**src/rtl/uart_reg_pkg.sv**
```systemverilog
// Shared protocol constants, parser/scheduler state encoding and reply-length helper
// for the UART register bridge.
package uart_reg_pkg;

  localparam logic [7:0]  HDR        = 8'hA5;
  localparam logic [7:0]  ACK        = 8'h06;
  localparam logic [7:0]  NAK        = 8'h15;
  localparam int unsigned CMD_WR_BIT = 7;

  typedef enum logic [2:0] {
    ST_IDLE,
    ST_CMD,
    ST_DATA,
    ST_CSUM,
    ST_EXEC,
    ST_TX_LOAD,
    ST_TX_WAIT
  } state_e;

  // Read replies are HDR, CMD, data bytes, CSUM; ACK/NAK replies are one byte.
  function automatic int unsigned reply_len(input logic is_read, input int unsigned bytes);
    return is_read ? (bytes + 32'd3) : 32'd1;
  endfunction

endpackage

```
**src/rtl/byte_tx_sched.sv**
```systemverilog
// Reply byte scheduler: latches a reply buffer and feeds it byte by byte to the
// UART transmitter using a send strobe and the transmitter busy flag.
// Ports: clk_in/reset (sync, active-high); load_i/buf_i/len_i load a reply
// (byte k at buf_i[k*8 +: 8]); tx_busy_i/tx_send_o/tx_data_o UART handshake;
// done_o pulses one cycle after the last byte has been accepted.
module byte_tx_sched
  import uart_reg_pkg::*;
#(
  parameter int unsigned MAX_LEN = 5,
  parameter int unsigned LEN_W   = 3
) (
  input  logic                 clk_in,
  input  logic                 reset,
  input  logic                 load_i,
  input  logic [MAX_LEN*8-1:0] buf_i,
  input  logic [LEN_W-1:0]     len_i,
  input  logic                 tx_busy_i,
  output logic                 tx_send_o,
  output logic [7:0]           tx_data_o,
  output logic                 done_o
);

  state_e               r_state;
  logic [MAX_LEN*8-1:0] r_buf;
  logic [LEN_W-1:0]     r_len;
  logic [LEN_W-1:0]     r_idx;
  logic                 r_guard;
  logic                 r_send;
  logic [7:0]           r_data;
  logic                 r_done;
  logic [7:0]           w_byte;

  assign w_byte = 8'(r_buf >> {r_idx, 3'b000});

  // Send one byte per TX_LOAD; TX_WAIT skips one guard cycle so the busy flag
  // raised by the transmitter in response to the strobe is seen before release.
  always_ff @(posedge clk_in) begin
    if (reset) begin
      r_state <= ST_IDLE;
      r_buf   <= '0;
      r_len   <= '0;
      r_idx   <= '0;
      r_guard <= 1'b0;
      r_send  <= 1'b0;
      r_data  <= '0;
      r_done  <= 1'b0;
    end else begin
      r_send <= 1'b0;
      r_done <= 1'b0;
      case (r_state)
        ST_IDLE: begin
          if (load_i) begin
            r_buf   <= buf_i;
            r_len   <= len_i;
            r_idx   <= '0;
            r_state <= ST_TX_LOAD;
          end
        end
        ST_TX_LOAD: begin
          if (!tx_busy_i) begin
            r_send  <= 1'b1;
            r_data  <= w_byte;
            r_guard <= 1'b1;
            r_state <= ST_TX_WAIT;
          end
        end
        ST_TX_WAIT: begin
          if (r_guard) begin
            r_guard <= 1'b0;
          end else if (!tx_busy_i) begin
            if (r_idx == r_len - LEN_W'(1)) begin
              r_done  <= 1'b1;
              r_state <= ST_IDLE;
            end else begin
              r_idx   <= r_idx + LEN_W'(1);
              r_state <= ST_TX_LOAD;
            end
          end
        end
        default: r_state <= ST_IDLE;
      endcase
    end
  end

  assign tx_send_o = r_send;
  assign tx_data_o = r_data;
  assign done_o    = r_done;

endmodule

```
**src/rtl/uart_reg_bridge.sv**
```systemverilog
// UART register bridge: parses checksummed read/write frames from the UART
// receive stream into a register bank and replies with ACK/NAK or read frames.
// Ports: clk_in/reset (sync, active-high); rx_valid_i/rx_data_i received bytes;
// tx_busy_i/tx_send_o/tx_data_o transmit handshake; regs_o flattened bank
// (reg i at [i*DATA_W +: DATA_W]); wr_strobe_o per-register update pulse;
// err_cnt_o saturating rejected-frame count.
module uart_reg_bridge
  import uart_reg_pkg::*;
#(
  parameter int unsigned       DATA_W      = 16,
  parameter int unsigned       NUM_REGS    = 8,
  parameter logic [DATA_W-1:0] RESET_VAL   = '0,
  parameter int unsigned       TIMEOUT_CYC = 100000
) (
  input  logic                         clk_in,
  input  logic                         reset,
  input  logic                         rx_valid_i,
  input  logic [7:0]                   rx_data_i,
  input  logic                         tx_busy_i,
  output logic                         tx_send_o,
  output logic [7:0]                   tx_data_o,
  output logic [NUM_REGS*DATA_W-1:0]   regs_o,
  output logic [NUM_REGS-1:0]          wr_strobe_o,
  output logic [7:0]                   err_cnt_o
);

  localparam int unsigned BYTES   = DATA_W / 8;
  localparam int unsigned MAX_LEN = BYTES + 3;
  localparam int unsigned BUF_W   = MAX_LEN * 8;
  localparam int unsigned LEN_W   = $clog2(MAX_LEN + 1);
  localparam int unsigned CNT_W   = $clog2(BYTES + 1);
  localparam int unsigned TO_W    = $clog2(TIMEOUT_CYC + 1);

  state_e              r_state;
  logic [DATA_W-1:0]   r_regs [NUM_REGS];
  logic [7:0]          r_cmd;
  logic [DATA_W-1:0]   r_data;
  logic [CNT_W-1:0]    r_cnt;
  logic [7:0]          r_csum;
  logic                r_csum_ok;
  logic [TO_W-1:0]     r_to_cnt;
  logic [7:0]          r_err;
  logic [NUM_REGS-1:0] r_wr_strobe;
  logic                r_load;
  logic [BUF_W-1:0]    r_buf;
  logic [LEN_W-1:0]    r_len;

  logic [6:0]          w_addr;
  logic                w_addr_ok;
  logic                w_is_wr;
  logic [DATA_W-1:0]   w_rd_data;
  logic [BUF_W-1:0]    w_rd_buf;
  logic [7:0]          w_rd_csum;
  logic                w_tx_done;

  assign w_addr    = r_cmd[6:0];
  assign w_is_wr   = r_cmd[CMD_WR_BIT];
  assign w_addr_ok = {25'b0, w_addr} < NUM_REGS;

  // Read-data mux; out-of-range addresses never reach a read reply.
  always_comb begin
    w_rd_data = '0;
    for (int i = 0; i < NUM_REGS; i++) begin
      if (w_addr == 7'(i)) w_rd_data = r_regs[i];
    end
  end

  // Read reply frame: HDR, CMD, data MSB first, XOR of all preceding bytes.
  always_comb begin
    w_rd_buf  = '0;
    w_rd_csum = HDR ^ r_cmd;
    w_rd_buf[7:0]  = HDR;
    w_rd_buf[15:8] = r_cmd;
    for (int k = 0; k < BYTES; k++) begin
      w_rd_buf[(2 + k) * 8 +: 8] = w_rd_data[(BYTES - 1 - k) * 8 +: 8];
      w_rd_csum = w_rd_csum ^ w_rd_data[(BYTES - 1 - k) * 8 +: 8];
    end
    w_rd_buf[(MAX_LEN - 1) * 8 +: 8] = w_rd_csum;
  end

  // Frame parser, register bank and error counter.
  always_ff @(posedge clk_in) begin
    if (reset) begin
      r_state     <= ST_IDLE;
      for (int i = 0; i < NUM_REGS; i++) r_regs[i] <= RESET_VAL;
      r_cmd       <= '0;
      r_data      <= '0;
      r_cnt       <= '0;
      r_csum      <= '0;
      r_csum_ok   <= 1'b0;
      r_to_cnt    <= '0;
      r_err       <= '0;
      r_wr_strobe <= '0;
      r_load      <= 1'b0;
      r_buf       <= '0;
      r_len       <= '0;
    end else begin
      r_wr_strobe <= '0;
      r_load      <= 1'b0;
      case (r_state)
        ST_IDLE: begin
          if (rx_valid_i && rx_data_i == HDR) begin
            r_csum   <= HDR;
            r_to_cnt <= '0;
            r_state  <= ST_CMD;
          end
        end
        ST_CMD, ST_DATA, ST_CSUM: begin
          if (rx_valid_i) begin
            r_to_cnt <= '0;
            r_csum   <= r_csum ^ rx_data_i;
            if (r_state == ST_CMD) begin
              r_cmd   <= rx_data_i;
              r_cnt   <= '0;
              r_state <= rx_data_i[CMD_WR_BIT] ? ST_DATA : ST_CSUM;
            end else if (r_state == ST_DATA) begin
              r_data <= DATA_W'({r_data, rx_data_i});
              if (r_cnt == CNT_W'(BYTES - 1)) r_state <= ST_CSUM;
              else                            r_cnt   <= r_cnt + CNT_W'(1);
            end else begin
              r_csum_ok <= (rx_data_i == r_csum);
              r_state   <= ST_EXEC;
            end
          end else if (r_to_cnt == TO_W'(TIMEOUT_CYC - 1)) begin
            if (r_err != 8'hFF) r_err <= r_err + 8'd1;
            r_state <= ST_IDLE;
          end else begin
            r_to_cnt <= r_to_cnt + TO_W'(1);
          end
        end
        ST_EXEC: begin
          r_load  <= 1'b1;
          r_state <= ST_TX_LOAD;
          if (r_csum_ok && w_addr_ok) begin
            if (w_is_wr) begin
              for (int i = 0; i < NUM_REGS; i++) begin
                if (w_addr == 7'(i)) begin
                  r_regs[i]      <= r_data;
                  r_wr_strobe[i] <= 1'b1;
                end
              end
              r_buf <= BUF_W'(ACK);
              r_len <= LEN_W'(reply_len(1'b0, BYTES));
            end else begin
              r_buf <= w_rd_buf;
              r_len <= LEN_W'(reply_len(1'b1, BYTES));
            end
          end else begin
            if (r_err != 8'hFF) r_err <= r_err + 8'd1;
            r_buf <= BUF_W'(NAK);
            r_len <= LEN_W'(reply_len(1'b0, BYTES));
          end
        end
        ST_TX_LOAD, ST_TX_WAIT: begin
          // Reply in flight; received bytes are dropped until it completes.
          if (w_tx_done) r_state <= ST_IDLE;
        end
        default: r_state <= ST_IDLE;
      endcase
    end
  end

  byte_tx_sched #(
    .MAX_LEN (MAX_LEN),
    .LEN_W   (LEN_W)
  ) u_tx_sched (
    .clk_in    (clk_in),
    .reset     (reset),
    .load_i    (r_load),
    .buf_i     (r_buf),
    .len_i     (r_len),
    .tx_busy_i (tx_busy_i),
    .tx_send_o (tx_send_o),
    .tx_data_o (tx_data_o),
    .done_o    (w_tx_done)
  );

  for (genvar g = 0; g < NUM_REGS; g++) begin : g_regs
    assign regs_o[g * DATA_W +: DATA_W] = r_regs[g];
  end

  assign wr_strobe_o = r_wr_strobe;
  assign err_cnt_o   = r_err;

endmodule

```
**config.mk**
```make
export PLATFORM = sky130hd
export DESIGN_NAME = uart_reg_bridge
export DESIGN_NICKNAME = d
export VERILOG_FILES = /design/src/rtl/uart_reg_pkg.sv /design/src/rtl/byte_tx_sched.sv /design/src/rtl/uart_reg_bridge.sv
export SDC_FILE = /design/constraint.sdc
export NUM_CORES = 1
export LEC_CHECK = 0
export ABC_AREA = 1
export BUFFER_PORTS_ARGS = -buffer_cell sky130_fd_sc_hd__buf_2
export CORE_AREA = 4 4 219 168
export DETAILED_ROUTE_END_ITERATION = 8
export DIE_AREA = 0 0 223 172
export GPL_ROUTABILITY_DRIVEN = 0
export GPL_TIMING_DRIVEN = 0
export PLACE_DENSITY = 0.5
export SYNTH_ARGS = -nofsm -noshare
export SYNTH_HDL_FRONTEND = slang
export SYNTH_SLANG_ARGS = --single-unit
```
**constraint.sdc**
```tcl
create_clock -name clk_in -period 8.3 [get_ports clk_in]
set_input_delay 1.66 -clock clk_in [delete_from_list [all_inputs] [get_ports clk_in]]
set_output_delay 1.66 -clock clk_in [all_outputs]
set_load 0.02 [all_outputs]
```
Word-level counts from Yosys, hierarchy flattened
Memories as Yosys holds them, arrays and structs flattened. Cells that the tools add are included.

Word-level logic and storage cells: 222. Input port bits: 12. Output and inout port bits: 153. Register bits after elaboration: 175. Memory bits (writable): 128. Memories kept: 1.

Memory list: r_regs (words 8, width 16, read ports 8, clocked after Yosys merged registers in 0, wr ports 8, RTL line uart_reg_bridge.sv:35) `logic [DATA_W-1:0] r_regs [NUM_REGS];`.

Reductions and logical operators: 28. Add/subtract/negate cells: 5. Mux-type cells: 110. Bitwise operators: 20. Shift operators: 1. Order comparisons: 1. Eq/ne operators: 36.

Operators by type and width (number): $mux W16 (16); $mux W40 (2); $mux W1 (55); $mux W3 (18); $mux W17 (3); $mux W8 (6); $shr A40 B6 Y8 (1); $pmux W17 S2 (1); $pmux W8 S2 (2); $eq A7 B3 Y1 const B (4); $reduce_and A4 Y1 (6); $xor A8 B8 Y8 (3); $ne A2 B2 Y1 const B (11); $add A17 B1 Y17 const B (1); $eq A17 B17 Y1 const B (1); $eq A3 B3 Y1 const B (5); $eq A7 B2 Y1 const B (2); $pmux W3 S4 (1); $reduce_bool A2 Y1 (5); $pmux W3 S3 (1); $reduce_and A3 Y1 (3); $add A8 B1 Y8 const B (1); $eq A8 B8 Y1 (1); $eq A8 B8 Y1 const B (1); 27 further kinds (51).

Logic depth before layout (Yosys ltp)
Gate-level depths: netlist of run 1.

Word-level depth: 13. Depth in mapped cells: 16. Gate-level depth less buffers: 15.

By module
From an unflattened synthesis of run 1, not the netlist that was laid out.

Cell total of the unflattened synthesis: 1507. Area, all modules: 12847.3 sq um.

Modules (own cells, without submodules): uart_reg_bridge (cells each 1156, sequential area each 6005.8 sq um, area each 10214.8 sq um, times used 1); byte_tx_sched (cells each 351, sequential area each 1201.2 sq um, area each 2632.5 sq um, times used 1).

Worst setup path before layout of run 1
No wires, ideal clock.

Path type: input to register. From: input reset. To: memory r_regs[7][0] (netlist: r_regs[1][48]), enable pin. Stages on the path: 4. Library setup time: 0.465 ns. Slack: 4.989 ns. Buffers on the path: 2. Required time: 7.835 ns. Arrival: 2.846 ns. Cell sequence: inv_1 > clkbuf_1 > clkbuf_1 > o21ai_0.

RTL lines: start, declared (RTL line uart_reg_bridge.sv:16) `input logic reset,`; end, declared (RTL line uart_reg_bridge.sv:35).

==> flow_metrics.py, run 1 <==
metrics = {
    "power": {
        "p_leak_nw": 5.79,
        "ir_worst_vdd_uv": 157,
        "total_power_w": 0.00431,
        "p_per_area_nw_per_um2": 289,
    },
    "setup_path": {
        "cp-start-kind": "primary input",
        "ff2ff_setup_slack_ns": 4.95,
        "cpMaxStageDelayCell": "nand2_1",
        "r2r_end": "r_regs[0][31]$_SDFFCE_PN0P_",
        "r2r-start": "r_cmd[2]$_SDFFE_PP0P_",
        "criticalPathCategory": "in2reg",
        "reg2regPathDepth": 8,
        "path_cells": "buf_2, inv_1, clkbuf_1, clkbuf_1, nand2_1",
        "crit_top_cell": "clkbuf_1",
        "crit_required_ns": 8.38,
        "slowest_delay_ns": 0.68,
        "critPathMaxFanout": 16,
        "cp-end-kind": "register",
        "worst-endpoint-arrival_ns": 3.60,
    },
    "hold_path": {
        "whs_endpoint": "r_buf[14]$_SDFFE_PP0P_",
        "hp-class": "reg2reg",
        "min_delay_path_depth": 2,
        "min_from": "r_buf[14]$_SDFFE_PP0P_",
    },
    "drt": {
        "drt-vias-per-instance": 5.07,
        "firstDrtPassIters": 7,
        "postRouteAntennaNets": 0,
        "wire_per_inst_um": 19.8,
        "drt-total-wl_um": 42000,
        "drc": 0,
        "routed-via-count": 10800,
        "drt-initial-drc-count": 897,
    },
    "synthesis": {
        "synth_area_um2": 12300,
        "synth_xor_area_share_pct": 0.709,
        "ys_seq_area_share_pct": 57.2,
        "synth_common_cells": "252 x nand2_1, 217 x nor2_1, 161 x dfxtp_1",
        "yosysMostFrequentCell": "nand2_1",
        "async_reset_ff_share_pct": 0,
        "syn_area_per_cell_um2": 8.56,
        "ys_top_cells_by_area": "edfxtp_1 31%, dfxtp_1 26%, nand2_1 7.7%",
        "synth_compound_gate_area_share_pct": 11.5,
        "synth_top_family_by_area": "simple AND/OR/NAND/NOR gates",
        "netlist.top_cell.by_area": "edfxtp_1",
        "ys_ff_latch": 289,
        "synth_fp_nets": 1460,
        "synthAdderAreaFrac_pct": 0.507,
        "synth_simple_gate_area_share_pct": 23.5,
        "yosysTopAreaCellShare_pct": 31.1,
        "synth-edff-count": 128,
        "synth_ff_type": "dfxtp_1",
        "syn_inst": 1443,
        "synth.area.mux_share_pct": 0,
        "yosys_warnings": 0,
        "ys_types": 44,
    },
    "clock_network": {
        "clock_path_buffers": 3,
        "clk_pin_slew_ns": 0.06,
        "cts_hold_buf": 0,
        "cts_resized": 0,
        "clock_latency_ns": 0.56,
        "htree_levels": 1,
        "post-cts-setup-buffers": 0,
        "cts_tree": "yes",
        "numCtsBuffers": 30,
        "cts_root_buffer": "clkbuf_16",
        "cts.sink_count": 289,
    },
    "global_route": {
        "grt_pass1_vias": 10400,
        "grt_use_met3_pct": 3.12,
        "grt_pass1_wl_um": 63400,
        "busiest_layer": "met1",
        "grt_max_degree": 17,
        "use_met2_pct": 32.2,
        "grt_overflow": 0,
        "use_met1_pct": 32.9,
        "antenna_found_initial": 1,
        "grtUsageTotal_pct": 21.4,
    },
    "sta": {
        "layout_min_cycle_time_ns": 3.52,
        "holdWs_ns": 0.442,
        "tns_ns": 0,
        "maxSlewViolCount": 0,
        "max_freq_ghz": 0.284,
        "rsz0062_at_grt": "no",
        "setup_viol": 0,
        "skew_ns": 0.0117,
        "post-route-period-util_pct": 42.4,
        "hold_violations": 0,
        "worst_slew_pin_slew_ns": 1.03,
        "maxSlewHeadroom_pct": 30.8,
    },
    "place": {
        "dp_hpwl_um": 32700,
        "portBuffers": 164,
    },
    "floorplanning": {
        "core_region_area_um2": 34500,
        "rows": 59,
        "start_util_pct": 35.8,
        "fp.dieW_um": 223,
        "die_h_um": 172,
        "io_pins": 165,
        "fp.dieArea_um2": 38400,
    },
    "finish": {
        "syn2layout_area_growth_pct": 20.5,
        "finish.net_count": 1658,
        "drive_above_1_share_pct": 17.2,
        "insertedDiodeCount": 0,
    },
    "outcome": {
        "status": "finished clean",
    },
    "run": {
        "maxCapViolations": 0,
    },
}
-- cells in the final DEF, fill, tap and decap left out, types with 3 or more instances in the layout --
| cell | Yosys | final |
|---|---|---|
| a211oi_1 | 8 | 8 |
| a21oi_1 | 151 | 151 |
| a31oi_1 | 3 | 3 |
| buf_1 | 4 | 4 |
| buf_2 | 11 | 175 |
| bufinv_16 | 0 | 3 |
| clkbuf_1 | 38 | 40 |
| clkbuf_16 | 0 | 34 |
| clkbuf_2 | 2 | 4 |
| clkbuf_8 | 0 | 8 |
| clkinv_2 | 0 | 6 |
| dfxtp_1 | 161 | 161 |
| edfxtp_1 | 128 | 128 |
| ha_1 | 5 | 5 |
| inv_1 | 134 | 134 |
| inv_2 | 15 | 15 |
| nand2_1 | 252 | 252 |
| nand2_2 | 10 | 10 |
| nand3_1 | 118 | 118 |
| nand3_2 | 3 | 3 |
| nand4_1 | 19 | 19 |
| nor2_1 | 217 | 217 |
| nor2_2 | 3 | 3 |
| nor2_4 | 7 | 7 |
| nor3_1 | 14 | 14 |
| nor4_1 | 3 | 3 |
| o211a_1 | 3 | 3 |
| o211ai_1 | 5 | 5 |
| o21ai_0 | 78 | 76 |
| o21bai_1 | 8 | 8 |
| or2_1 | 5 | 5 |
| or2_2 | 9 | 9 |
| xnor2_1 | 5 | 5 |
| xor2_1 | 5 | 5 |
-- final cells by class --
type / instances / area [µm²]
Fill cell: 3516 / 19600
Timing Repair Buffer: 166 / 851
Inverter: 150 / 563
Sequential cell: 289 / 7070
Tap cell: 457 / 572
Clock buffer: 47 / 986
Multi-Input combinational cell: 947 / 4480
Clock inverter: 9 / 120
Buffer: 57 / 241
-- through the flow --
stage / area [µm²] / cells / util (%) / setup WS [ns]
floorplan: 12300 / 1443 / - / 4.99
global placement: 13700 / 2064 / 39.9 / 3.75
detailed placement: 13800 / 2066 / 40.0 / 4.21
CTS: 14900 / 2122 / 43.2 / 4.78
global route: 14900 / 2122 / 43.2 / 4.64
finish: 14900 / 2122 / 43.2 / 4.78
-- power breakdown --
part | switching (W) | leakage [nW] | internal, W
Combinational | 0.000838 | 2.61 | 0.000300
Clock | 0.000578 | 0.558 | 0.000906
Sequential | 0.0000810 | 2.62 | 0.00160
-- cell families after synthesis --
logic type | Yosys count
xor gates and xnor gates | 10
AOI/OAI and AO/OA | 266
buffers and inverters | 207
and+or+nand+nor | 666
adders and majority gates | 5
DFF | 289
-- worst max path at each step --
stage           from                          end  slack [ns]  cells past startpoint
6_report       reset  r_regs[0][15]$_SDFFCE_PN0P_        4.78                      5
3_3_place_gp   reset      r_regs[1][37]$_DFFE_PP_        3.75                      5
5_1_grt        reset  r_regs[0][17]$_SDFFCE_PN0P_        4.64                      5
2_1_floorplan  reset      r_regs[1][48]$_DFFE_PP_        4.99                      4
3_5_place_dp   reset  r_regs[0][15]$_SDFFCE_PN0P_        4.21                      5
4_1_cts        reset  r_regs[0][11]$_SDFFCE_PN0P_        4.78                      5
-- sequential cells by signal, indices dropped and copies added, names as in the netlist, 2 cells and up --
name and count:
r_regs 128, u_tx_sched.r_state 3, err_cnt_o 8, r_cmd 8, r_cnt 2, r_data 16
r_buf 35, u_tx_sched.r_idx 3, r_to_cnt 17, r_csum 8, u_tx_sched.r_buf 35, r_state 3
wr_strobe_o 8, u_tx_sched.tx_data_o 8
-- critical path: cells and delay by family --
kind	cells	cell delay [ns]
buf+inv	4	1.24
simple gates	1	0.68
-- metal layers --
| metal | routed length (µm) | part of all wire (%) |
|---|---|---|
| met4 | 791 | 1.9 |
| met1 | 20900 | 50 |
| met2 | 17500 | 42 |
| met3 | 2740 | 6.5 |
| met5 | 7 | 0.017 |
Power figures use the tool's default switching activity.
==> inputs of run 2 (changes only) <==
- PLACE_DENSITY: 0.5 -> 0.52
- clock period: 8.3 -> 3 ns (I/O delays scaled with it)
==> run 2 against run 1 <==
Worst setup slack lost 4.7 ns. Global-route usage shrank 0.16 points. Final area grew 0.17%. Register-to-register slack lost 4.8 ns. Combinational power grew to 2.8 times the previous value. Non-clock buffer count shrank 1. Hold slack lost 0.083 ns.
==> flow_metrics.py, run 2 (synthesis results as in run 1) <==
metrics = {
    "outcome": {
        "status": "finished clean",
    },
    "sta": {
        "max_freq_ghz": 0.345,
        "rsz0062_at_grt": "no",
        "holdWs_ns": 0.359,
        "maxSlewViolCount": 0,
        "maxSlewHeadroom_pct": 38.7,
        "setup_slack_ns": 0.103,
        "setup_viol": 0,
        "hold_violations": 0,
        "post-route-period-util_pct": 96.6,
        "worst_slew_pin_slew_ns": 0.916,
        "layout_min_cycle_time_ns": 2.90,
        "skew_ns": 0.0192,
    },
    "power": {
        "total_power_w": 0.0119,
        "ir_worst_vdd_uv": 440,
        "p_leak_nw": 5.79,
        "combPwrFrac_pct": 26.6,
        "p_sw_share_pct": 35.4,
        "clkPwrFrac_pct": 34.5,
        "p_int_w": 0.00772,
        "p_per_area_nw_per_um2": 801,
        "p_sw_w": 0.00422,
        "p_seq_share_pct": 38.9,
    },
    "clock_network": {
        "clock_latency_ns": 0.57,
        "cts.sink_count": 289,
        "clk_pin_slew_ns": 0.07,
        "htree_levels": 1,
        "numCtsBuffers": 30,
        "cts_root_buffer": "clkbuf_16",
        "cts_hold_buf": 0,
        "cts_tree": "yes",
        "clock_path_buffers": 3,
    },
    "drt": {
        "drc": 0,
        "drt-total-wl_um": 41800,
        "postRouteAntennaNets": 0,
        "drt-vias-per-instance": 5.15,
        "wire_per_inst_um": 19.7,
        "firstDrtPassIters": 5,
        "drt-initial-drc-count": 1098,
        "routed-via-count": 10900,
    },
    "setup_path": {
        "ff2ff_setup_slack_ns": 0.10,
        "worst-endpoint-arrival_ns": 3.10,
        "worstSetupEndpoint": "r_regs[0][11]$_SDFFCE_PN0P_",
        "crit_required_ns": 3.20,
        "reg2regPathDepth": 7,
        "cp-start-kind": "register",
        "startpoint": "r_cmd[2]$_SDFFE_PP0P_",
        "r2r-start": "r_cmd[2]$_SDFFE_PP0P_",
        "critPathMaxFanout": 16,
        "criticalPathCategory": "reg2reg",
        "r2r_end": "r_regs[0][11]$_SDFFCE_PN0P_",
        "cp-end-kind": "register",
    },
    "floorplanning": {
        "start_util_pct": 35.8,
        "fp.dieArea_um2": 38400,
        "die_h_um": 172,
        "io_pins": 165,
        "rows": 59,
        "core_region_area_um2": 34500,
        "fp.dieW_um": 223,
    },
    "global_route": {
        "grt_max_degree": 17,
        "grt_overflow": 0,
        "grt_pass1_vias": 10400,
        "grtUsageTotal_pct": 21.2,
        "antenna_found_initial": 2,
        "grt_pass1_wl_um": 62800,
    },
    "place": {
        "detailedPlace.worstSlack_ns": -0.231,
        "dp_hpwl_um": 32500,
        "portBuffers": 164,
    },
    "finish": {
        "largestRegisters": "r_regs (128), r_buf (35), u_tx_sched.r_buf (35)",
        "insertedDiodeCount": 0,
        "largest_reg_flops": 128,
        "syn2layout_area_growth_pct": 20.7,
        "finish.net_count": 1657,
        "final_cell_mix": "246 x nand2_1, 216 x nor2_1, 175 x buf_2",
        "drive_above_1_share_pct": 17.5,
        "final_common_cell": "nand2_1",
        "largest_register": "r_regs",
    },
    "hold_path": {
        "hp-class": "in2reg",
        "min_delay_path_depth": 3,
    },
    "run": {
        "maxCapViolations": 0,
    },
}
run 2: cell count changes in the layout (fill, tap and decap cells not counted), moves of 2 or more:
cell,change
clkbuf_8,-6
nand2_1,-6
nand2_2,+6
clkbuf_1,-2
clkbuf_16,+2
clkbuf_2,-2
clkinv_1,+2
clkinv_8,+2
run 2: routing by layer:
metal	track usage, %	share of wire [%]
met5	0	0.029
met4	3.67	1.5
met3	3.67	7.2
met2	31.7	42
met1	32.6	50
run 2: final cells by class:
type                       count  area [µm²]
multi-input combinational    947        4500
sequential                   289        7070
timing repair buffer         166         851
tap                          457         572
buffer                        56         238
inverter                     150         563
clock buffer                  39         932
fill                        3493       19600
clock inverter                17         185
run 2: stage by stage:
step                util (%)  setup TNS (ns)  instance area (µm²)  instances
detailed placement      40.0           -9.84                13800       2066
global placement        39.9          -43.89                13700       2064
finish                  43.2               0                14900       2121
global route            43.2               0                14900       2121
CTS                     43.2               0                14900       2122
floorplan                  -               0                12300       1443
run 2: how the worst min path moves through the flow:
| stage | from | endpoint | slack (ns) |
|---|---|---|---|
| after floorplan | r_buf[14]$_SDFFE_PP0P_ | r_buf[14]$_SDFFE_PP0P_ | 0.42 |
| after global placement | r_buf[12]$_SDFFE_PP0P_ | r_buf[12]$_SDFFE_PP0P_ | 0.43 |
| after detailed placement | r_buf[12]$_SDFFE_PP0P_ | r_buf[12]$_SDFFE_PP0P_ | 0.43 |
| after CTS | tx_busy_i | u_tx_sched.r_state[0]$_SDFFE_PP0P_ | 0.33 |
| after global routing | tx_busy_i | u_tx_sched.r_state[0]$_SDFFE_PP0P_ | 0.34 |
| final | tx_busy_i | u_tx_sched.r_state[0]$_SDFFE_PP0P_ | 0.36 |
run 2: power by group through the flow:
| stage | logic (W) | registers [W] | clock network, W |
|---|---|---|---|
| after floorplan | 0.00197 | 0.00480 | 0 |
| after global routing | 0.00349 | 0.00469 | 0.00434 |
| final | 0.00318 | 0.00465 | 0.00412 |
| after CTS | 0.00315 | 0.00465 | 0.00417 |
| after detailed placement | 0.00314 | 0.00474 | 0 |
| after global placement | 0.00309 | 0.00473 | 0 |
run 2: what timing repair did:
item / CTS / global route
resized for setup: 6 / 1
setup endpoints to repair: 80 / 32
buffers inserted: 0 / 0
run 2: critical path, stage by stage (launching register included):
cell and delay (ns):
dfxtp_1 0.37, inv_1 0.19, nand2_2 0.17, nor3_2 0.46
buf_2 0.41, nand2_2 0.23, buf_2 0.28, nand2_2 0.41
